<file path="src/rtl/slave_rx_port_p.sv">
// Serial receive port for bus slaves: LSB-first address/data deserialiser with write and read bursts.
// Optional even-parity bit after write data when PARITY_EN is defined; otherwise parity_err is tied low.
module slave_rx_port_p #(
    parameter int ADDR_W  = 12,
    parameter int DATA_W  = 8,
    parameter int BURST_W = 12,
    parameter int RD_GAP  = 8
) (
    input  logic               clk,
    input  logic               reset,
    input  logic               rx_addr,
    input  logic               rx_data,
    input  logic               master_valid,
    input  logic               master_ready,
    input  logic               write_en,
    input  logic               read_en,
    input  logic               burst_en,
    input  logic [BURST_W-1:0] burst_len,
    output logic               slave_ready,
    output logic [ADDR_W-1:0]  addr_out,
    output logic [DATA_W-1:0]  data_out,
    output logic               rx_done,
    output logic               wr_beat,
    output logic [BURST_W-1:0] burst_count,
    output logic               parity_err
);

`ifdef PARITY_EN
    localparam int PAR_W = 1;
`else
    localparam int PAR_W = 0;
`endif
    localparam int DS_BITS = DATA_W + PAR_W;
    localparam int WR_BITS = (ADDR_W > DS_BITS) ? ADDR_W : DS_BITS;
    localparam int MAX_CNT = (WR_BITS > RD_GAP) ? WR_BITS : RD_GAP;
    localparam int CNT_W   = $clog2(MAX_CNT + 1);

    typedef enum logic [2:0] {IDLE, SHIFT, BEAT, WAIT_HS, DSHIFT, RGAP} state_t;

    state_t             state;
    logic               is_wr;
    logic               is_burst;
    logic [BURST_W-1:0] len_q;
    logic [CNT_W-1:0]   bit_cnt;
    logic               hs_start;
    logic               hs_beat;

    // Valid/ready: a transfer happens on a clock edge where master_valid and slave_ready are both 1.
    // A start handshake with neither write_en nor read_en carries no transaction and is ignored.
    assign hs_beat  = master_valid & slave_ready;
    assign hs_start = hs_beat & (write_en | read_en);

    always_ff @(posedge clk) begin
        if (reset) begin
            state       <= IDLE;
            slave_ready <= 1'b0;
            addr_out    <= '0;
            data_out    <= '0;
            rx_done     <= 1'b0;
            wr_beat     <= 1'b0;
            burst_count <= '0;
            parity_err  <= 1'b0;
            is_wr       <= 1'b0;
            is_burst    <= 1'b0;
            len_q       <= '0;
            bit_cnt     <= '0;
        end else begin
            rx_done     <= 1'b0;
            wr_beat     <= 1'b0;
            slave_ready <= (state == IDLE) || (state == WAIT_HS);
            case (state)
                IDLE: begin
                    if (hs_start) begin
                        is_wr       <= write_en;
                        is_burst    <= burst_en;
                        len_q       <= burst_len;
                        burst_count <= '0;
                        parity_err  <= 1'b0;
                        bit_cnt     <= '0;
                        state       <= SHIFT;
                    end
                end
                SHIFT: begin
                    for (int i = 0; i < ADDR_W; i++)
                        if (bit_cnt == CNT_W'(i)) addr_out[i] <= rx_addr;
                    if (is_wr)
                        for (int i = 0; i < DATA_W; i++)
                            if (bit_cnt == CNT_W'(i)) data_out[i] <= rx_data;
`ifdef PARITY_EN
                    if (is_wr && bit_cnt == CNT_W'(DATA_W) && (rx_data != ^data_out))
                        parity_err <= 1'b1;
`endif
                    if (bit_cnt == (is_wr ? CNT_W'(WR_BITS - 1) : CNT_W'(ADDR_W - 1))) begin
                        rx_done <= 1'b1;
                        wr_beat <= is_wr;
                        bit_cnt <= '0;
                        state   <= BEAT;
                    end else begin
                        bit_cnt <= bit_cnt + 1'b1;
                    end
                end
                BEAT: begin
                    bit_cnt <= '0;
                    if (!is_burst || burst_count == len_q) state <= IDLE;
                    else if (is_wr)                         state <= WAIT_HS;
                    else                                    state <= RGAP;
                end
                WAIT_HS: begin
                    if (hs_beat) begin
                        bit_cnt <= '0;
                        state   <= DSHIFT;
                    end
                end
                DSHIFT: begin
                    for (int i = 0; i < DATA_W; i++)
                        if (bit_cnt == CNT_W'(i)) data_out[i] <= rx_data;
`ifdef PARITY_EN
                    if (bit_cnt == CNT_W'(DATA_W) && (rx_data != ^data_out))
                        parity_err <= 1'b1;
`endif
                    if (bit_cnt == CNT_W'(DS_BITS - 1)) begin
                        addr_out    <= addr_out + 1'b1;
                        burst_count <= burst_count + 1'b1;
                        rx_done     <= 1'b1;
                        wr_beat     <= 1'b1;
                        bit_cnt     <= '0;
                        state       <= BEAT;
                    end else begin
                        bit_cnt <= bit_cnt + 1'b1;
                    end
                end
                RGAP: begin
                    // Fixed gap first, then hold until the master can take the beat.
                    if (bit_cnt != CNT_W'(RD_GAP)) begin
                        bit_cnt <= bit_cnt + 1'b1;
                    end else if (master_ready) begin
                        addr_out    <= addr_out + 1'b1;
                        burst_count <= burst_count + 1'b1;
                        rx_done     <= 1'b1;
                        bit_cnt     <= '0;
                        state       <= BEAT;
                    end
                end
                default: state <= IDLE;
            endcase
        end
    end

endmodule

</file>
<file path="config.mk">
export PLATFORM = sky130hd
export DESIGN_NAME = slave_rx_port_p
export DESIGN_NICKNAME = d
export VERILOG_FILES = /design/src/rtl/slave_rx_port_p.sv
export SDC_FILE = /design/constraint.sdc
export NUM_CORES = 1
export LEC_CHECK = 0
export ABC_AREA = 1
export BUFFER_PORTS_ARGS = -buffer_cell sky130_fd_sc_hd__buf_2
export CAP_MARGIN = 5
export CORE_ASPECT_RATIO = 0.75
export CORE_UTILIZATION = 45
export DETAILED_ROUTE_END_ITERATION = 7
export PLACE_DENSITY = 0.65
export SLEW_MARGIN = 20
export SYNTH_ARGS = -nofsm -noshare
export SYNTH_HDL_FRONTEND = slang
export SYNTH_SLANG_ARGS = --single-unit
</file>
<file path="constraint.sdc">
create_clock -name clk -period 2.25 [get_ports clk]
set_input_delay 0.45 -clock clk [delete_from_list [all_inputs] [get_ports clk]]
set_output_delay 0.45 -clock clk [all_outputs]
set_load 0.02 [all_outputs]
</file>
==> summary.txt, run 1 <==
Status
  – Status: complete, but fails checks
  – Failing checks: design-rule violations

Synth
  – Synth top area cells: dfxtp_1 (36%), nand2_1 (11%), a21oi_1 (7.7%), nor2_1 (6.7%), inv_1 (6.1%)
  – Synth area leader: dfxtp_1
  – Async SR Flop Fraction: 0
  – Post-synth EDFFs: 0
  – Main synth FF type: dfxtp_1
  – Most frequent cell after synthesis: nand2_1
  – Post-synthesis xor/xnor area fraction: 0.0308
  – Combinational family with the most area after synthesis: simple AND/OR/NAND/NOR gates
  – Gate Count Post-Synth: 470
  – Simple-gate share of the synthesized area: 0.315
  – Post-synthesis cell type count: 31
  – Sequential share of the synthesized area: 0.359
  – Synth Register Bits: 56
  – Synth Area per Inst: 6.65 um2
  – Synth Cell Area: 3130 um2
  – Adder-cell share of the synthesized area: 0.0240
  – Post-synth net total: 497
  – Synth Area in Compound Gates: 0.179
  – Post-synthesis mux area share: 0
  – Synthesis warning total: 0
  – Synth top cells by count: nand2_1 (88), dfxtp_1 (56), nor2_1 (56), inv_1 (51), a21oi_1 (48)
  – Post-synth top area share: 0.359

Detailed routing
  – Starting DRC count in detailed routing: 181
  – DRC: 1
  – Post-Route WL: 7780 um
  – Router iterations before antenna repair: 8
  – Vias: 3,103
  – Wire length per cell: 12.8 um
  – Antenna viol nets, final: 0
  – DR vias/cell: 5.12

Clock tree
  – H-tree depth: 2
  – Clock sink count: 56
  – TritonCTS clock tree: built
  – Reg clk slew, reported paths: 0.10 ns
  – CTS Buffer Depth: 2
  – Clock latency at the later pin of the worst-skew pair: 0.31 ns
  – Post-CTS resize count: 0
  – Cts hold-fix bufs: 0
  – Postcts setup bufs: 0
  – Root Driver: clkbuf_8
  – Total CTS buffers: 5

Timing
  – RSZ-0062 raised after global routing: false
  – Final setup fails: 0
  – Setup ws final: 0.247 ns
  – Hold violation count in the final report: 0
  – Worst clock skew: 0.00802 ns
  – Fin crit period: 2.00 ns
  – Setup TNS: 0 ns
  – Fmax: 499 MHz
  – Slew HR: 0.638
  – Slew Viols, Final: 0
  – Slew @ Worst Pin: 0.543 ns
  – Final worst-path cycle share: 0.890

Power and ir drop
  – Leakage: 1.57 nW
  – Internal power: 2.01 mW
  – Power per cell area: 917 nW/um2
  – Sequential Power Share: 0.418
  – Gate power share: 0.348
  – Sw frac: 0.393
  – Power share of the clock group: 0.234
  – Tot Pwr: 3.31 mW
  – Sw power: 1.30 mW
  – Worst vdd ir: 0.000385 V

Setup path
  – Crit-path leading delay family: simple AND/OR/NAND/NOR gates
  – Most used cell, CP: nand2_2
  – R2R Path Start: bit_cnt[0]
  – Kind of critical path: register to register
  – Worst R2R End: burst_count[3]
  – Worst setup SP type: register
  – CP max stage delay: 0.40 ns
  – Crit path cell chain: ha_1, nand2_2, nor2_2, inv_2, nand2_2, nand2_2, nor2_4, nand2_2, inv_2, nand2_1, o21ai_0, a21oi_1
  – Crit path DAT: 2.22 ns
  – Critical path's slowest cell: dfxtp_1
  – Cells on worst reg2reg path: 12
  – R2R setup slack: 0.25 ns
  – Crit. End Element: register
  – CP required: 2.46 ns
  – Crit path buf inv count: 2
  – Peak fanout along the critical path: 12

GRT
  – Gr usage total: 0.223
  – Total grt overflow: 0
  – First-pass GRT wire length: 12,700 um
  – Number of global-route vias before repair: 2,618
  – Initial antenna violation count: 0
  – Largest net degree at the start of global routing: 21

Die
  – Die Ht: 74.2 um
  – DIE AREA: 7290 um2
  – Initial core utilization: 0.481
  – Ports: 57
  – Die width: 98.3 um
  – Core area: 6510 um2
  – Row count: 25

Placed design
  – Port bufs: 55
  – RD Place Congestion: 0.895
  – Dpl ws: 0.326 ns
  – Post-DP HPWL: 5990 um

Job
  – Max-cap viol count: 0

Hold path
  – Hold Path Stages: 3
  – WHS Endpoint: len_q[7]
  – Hold Path Class: primary input to register
  – Critical hold path startpoint: burst_len[7]

Cells and area
  – FILL cells: 653
  – Antenna diode count: 0
  – Share of layout cells above drive strength 1: 0.190
  – Area Overhead vs Synth: 15.2%
  – # nets final: 552
==> cells by family (layout without fill, tap and decap cells) <==
family | count (synthesis) | after routing
DFF | 56 | 56
AOI/OAI and AO/OA | 107 | 107
and+or+nand+nor | 219 | 219
buffers and inverters | 70 | 125
other | 1 | 1
adders and majority gates | 6 | 6
xor gates and xnor gates | 11 | 11
==> cells in the final DEF, fill, tap and decap left out, drive strengths merged <==
master	instances
a211oi	3
a21oi	48
a22oi	1
a31oi	5
buf	61
bufinv	2
clkbuf	5
conb	1
dfxtp	56
ha	6
inv	57
nand2	95
nand3	30
nand4	9
nor2	72
nor3	12
o211ai	2
o21ai	47
o21bai	1
or2	1
xnor2	7
xor2	4
==> flip-flops by register name, summed over array words and instances, names as in the netlist <==
name         cells
len_q           12
slave_ready      1
bit_cnt          4
burst_count     12
wr_beat          1
is_wr            1
addr_out        12
data_out         8
state            3
rx_done          1
is_burst         1
==> power by group through the flow <==
| stage | Sequential, mW | Clock [mW] | Combinational (mW) |
|---|---|---|---|
| floorplan | 1.52 | 0 | 0.721 |
| global placement | 1.39 | 0 | 1.14 |
| detailed placement | 1.40 | 0 | 1.15 |
| CTS | 1.38 | 0.788 | 1.15 |
| global route | 1.41 | 0.825 | 1.30 |
| finish | 1.38 | 0.773 | 1.15 |
==> worst register-to-register path, delay by kind of cell, from the launching register on <==
kind / cells / cell delay [ns]
buffers and inverters: 2 / 0.21
AO/OA/AOI/OAI: 2 / 0.24
AND/OR/NAND/NOR: 7 / 0.77
adder cells (fa/ha/maj): 1 / 0.29
flip-flops: 1 / 0.40
==> how the worst max path moves through the flow <==
| stage | from | end | slack, ns | depth (start not counted) |
|---|---|---|---|---|
| 2_1_floorplan | bit_cnt[0] | burst_count[3] | 0.63 | 12 |
| 3_3_place_gp | bit_cnt[0] | burst_count[3] | 0.40 | 12 |
| 3_5_place_dp | bit_cnt[0] | burst_count[3] | 0.33 | 12 |
| 4_1_cts | bit_cnt[0] | burst_count[3] | 0.28 | 12 |
| 5_1_grt | bit_cnt[0] | burst_count[3] | 0.11 | 12 |
| 6_report | bit_cnt[0] | burst_count[3] | 0.25 | 12 |
==> metal layers <==
metal / vias up / wire, um / track usage
met5: - / 0 / 0
met2: 92 / 2930 / 0.317
met1: 1354 / 4240 / 0.345
met4: 0 / 72 / 0.0597
li1: 1649 / - / -
met3: 8 / 540 / 0.0357
==> stage by stage <==
stage,instance area (um2),hold WS [ns],cells,util
final,3600,0.366,606,0.554
after detailed placement,3470,0.438,599,0.534
after global placement,3470,0.434,599,0.534
after global routing,3600,0.365,606,0.554
after floorplan,3130,0.444,470,-
after CTS,3600,0.359,606,0.554
==> final cells by class <==
type | instances | area (um2) | area share
well taps | 81 | 101 | 0.0281
flip-flops and latches | 56 | 1120 | 0.311
clock buffers | 5 | 68.8 | 0.0191
repair buffers | 61 | 320 | 0.0889
clock inverters | 2 | 60.1 | 0.0167
multi-input cells | 344 | 1720 | 0.477
inverters | 57 | 214 | 0.0594
Power figures use the tool's default switching activity.
==> run 2: changes to the inputs <==
- CORE_UTILIZATION: 45 -> 30
- PLACE_DENSITY: 0.65 -> 0.46
==> run 2 against run 1 <==
  * The flow now finishes without violations
  * Sequential share of layout area is 0.82 points lower
  * Wire length is 14% higher
  * Combinational power hardly changed
  * Clock-buffer cell count stayed put
  * Critical path depth stayed put
  * Register-to-register slack better by 0.04 ns
  * Total power is 4.2% higher
  * Maximum frequency is 1.9% higher
  * Sequential power hardly changed
  * Clock skew is 0.0019 ns higher
  * Worst setup slack better by 0.037 ns
  * Critical path type unchanged
  * Critical endpoint unchanged
==> summary.txt, run 2 (synthesis gave the netlist of run 1 again) <==
Clock tree
  – Clock sink count: 56 (unchanged)
  – CTS Buffer Depth: 2 (unchanged)
  – Post-CTS resize count: 0 (unchanged)
  – Postcts setup bufs: 0 (unchanged)
  – Root Driver: clkbuf_16 (was clkbuf_8)
  – Cts hold-fix bufs: 0 (unchanged)
  – TritonCTS clock tree: built (unchanged)
  – H-tree depth: 2 (unchanged)
  – Total CTS buffers: 5 (unchanged)
  – Clock latency at the later pin of the worst-skew pair: 0.30 ns (was 0.31 ns)
  – Reg clk slew, reported paths: 0.07 ns (was 0.10 ns)

Timing
  – Slew @ Worst Pin: 0.601 ns (was 0.543 ns)
  – Setup TNS: 0 ns (unchanged)
  – Slew Viols, Final: 0 (unchanged)
  – Setup ws final: 0.285 ns (was 0.247 ns)
  – Fin crit period: 1.97 ns (was 2.00 ns)
  – Worst clock skew: 0.00994 ns (was 0.00802 ns)
  – Slew HR: 0.599 (was 0.638)
  – RSZ-0062 raised after global routing: false (unchanged)
  – Final setup fails: 0 (unchanged)
  – Final worst-path cycle share: 0.873 (was 0.890)
  – Fmax: 509 MHz (was 499 MHz)
  – Hold violation count in the final report: 0 (unchanged)

Cells and area
  – Biggest regs: addr_out x12, burst_count x12, len_q x12 (unchanged)
  – # nets final: 553 (was 552)
  – Most common cell after layout, fill and taps aside: nand2_1 (unchanged)
  – Commonest cells after routing, fill and taps aside: nand2_1 (88), nor2_1 (56), dfxtp_1 (56), buf_2 (55), inv_1 (51) (unchanged)
  – Antenna diode count: 0 (unchanged)
  – Area Overhead vs Synth: 18.4% (was 15.2%)
  – Layout Cells excl Fill: 657 (was 606)
  – Share of layout cells above drive strength 1: 0.190 (unchanged)

Power and ir drop
  – Internal power: 2.09 mW (was 2.01 mW)
  – Gate power share: 0.343 (was 0.348)
  – Worst vdd ir: 0.000360 V (was 0.000385 V)
  – Power per cell area: 931 nW/um2 (was 917 nW/um2)
  – Leakage: 1.59 nW (was 1.57 nW)
  – Tot Pwr: 3.45 mW (was 3.31 mW)
  – Sw power: 1.35 mW (was 1.30 mW)
  – Sw frac: 0.393 (about the same)
  – Sequential Power Share: 0.405 (was 0.418)
  – Power share of the clock group: 0.253 (was 0.234)

Detailed routing
  – Vias: 3,091 (was 3,103)
  – Antenna viol nets, final: 0 (unchanged)
  – DRC: 0 (was 1)
  – DR vias/cell: 4.70 (was 5.12)
  – Starting DRC count in detailed routing: 206 (was 181)
  – Wire length per cell: 13.5 um (was 12.8 um)
  – Router iterations before antenna repair: 4 (was 8)
  – Post-Route WL: 8880 um (was 7780 um)

Die
  – Ports: 57 (unchanged)
  – Die width: 120 um (was 98.3 um)
  – Initial core utilization: 0.316 (was 0.481)
  – DIE AREA: 10,800 um2 (was 7290 um2)
  – Row count: 31 (was 25)
  – Die Ht: 90.4 um (was 74.2 um)
  – Core area: 9890 um2 (was 6510 um2)

Setup path
  – Peak fanout along the critical path: 12 (unchanged)
  – Worst setup SP type: register (unchanged)
  – CP required: 2.44 ns (was 2.46 ns)
  – Crit path DAT: 2.15 ns (was 2.22 ns)
  – Crit. End Element: register (unchanged)
  – Cells on worst reg2reg path: 12 (unchanged)
  – Kind of critical path: register to register (unchanged)

Status
  – Status: completed (was complete, but fails checks)

GRT
  – Total grt overflow: 0 (unchanged)
  – Largest net degree at the start of global routing: 21 (unchanged)
  – Number of global-route vias before repair: 2,876 (was 2,618)
  – First-pass GRT wire length: 14,600 um (was 12,700 um)
  – Gr usage total: 0.170 (was 0.223)
  – Initial antenna violation count: 0 (unchanged)

Placed design
  – Port bufs: 55 (unchanged)
  – RD Place Congestion: 0.836 (was 0.895)
  – Dpl ws: 0.284 ns (was 0.326 ns)
  – Post-DP HPWL: 6780 um (was 5990 um)
  – Dpl cells: 651 (was 599)

Job
  – Max-cap viol count: 0 (unchanged)

Hold path
  – Hold Path Stages: 3 (unchanged)
  – Hold Path Class: primary input to register (unchanged)
==> run 2: cell type report <==
class                           count  area, um2
Sequential cell                    56       1120
Clock inverter                      1       30.0
Fill cell                        1099       6190
Multi-Input combinational cell    344       1720
Clock buffer                        5        125
Timing Repair Buffer               62        328
Inverter                           57        214
Tap cell                          132        165
==> run 2: critical path: stages (launching register included) <==
cell and delay, ns:
dfxtp_1 0.38, ha_1 0.28, nand2_2 0.09, nor2_2 0.18
inv_2 0.06, nand2_2 0.08, nand2_2 0.08, nor2_4 0.11
nand2_2 0.17, inv_2 0.15, nand2_1 0.07, o21ai_0 0.16
a21oi_1 0.05
==> run 2: metal layers <==
layer	global-route usage	vias to the layer above	routed length [um]
met5	0	-	0
met4	0.0375	0	78
met3	0.0303	8	341
met2	0.226	59	3380
met1	0.274	1378	5080
li1	-	1646	-
==> run 2: worst paths after layout <==
check,endpoint,startpoint,slack [ns]
worst min register to register,data_out[1],data_out[1],0.44
worst max-delay path,burst_count[3],bit_cnt[1],0.28
worst min-delay path,len_q[3],burst_len[3],0.38
worst max register to register,burst_count[3],bit_cnt[1],0.28
==> run 2: power by group through the flow <==
stage          clock, mW  sequential (mW)  combinational [mW]
4_1_cts            0.896             1.39                1.19
5_1_grt            0.941             1.43                1.34
6_report           0.870             1.39                1.18
2_1_floorplan          0             1.52               0.721
3_5_place_dp           0             1.42                1.18
3_3_place_gp           0             1.42                1.18
==> run 2: stage by stage <==
| stage | utilization | area [um2] | hold slack, ns |
|---|---|---|---|
| after floorplan | - | 3130 | 0.444 |
| after global placement | 0.359 | 3550 | 0.436 |
| after detailed placement | 0.359 | 3550 | 0.437 |
| after CTS | 0.374 | 3700 | 0.378 |
| after global routing | 0.374 | 3700 | 0.384 |
| final | 0.374 | 3700 | 0.379 |
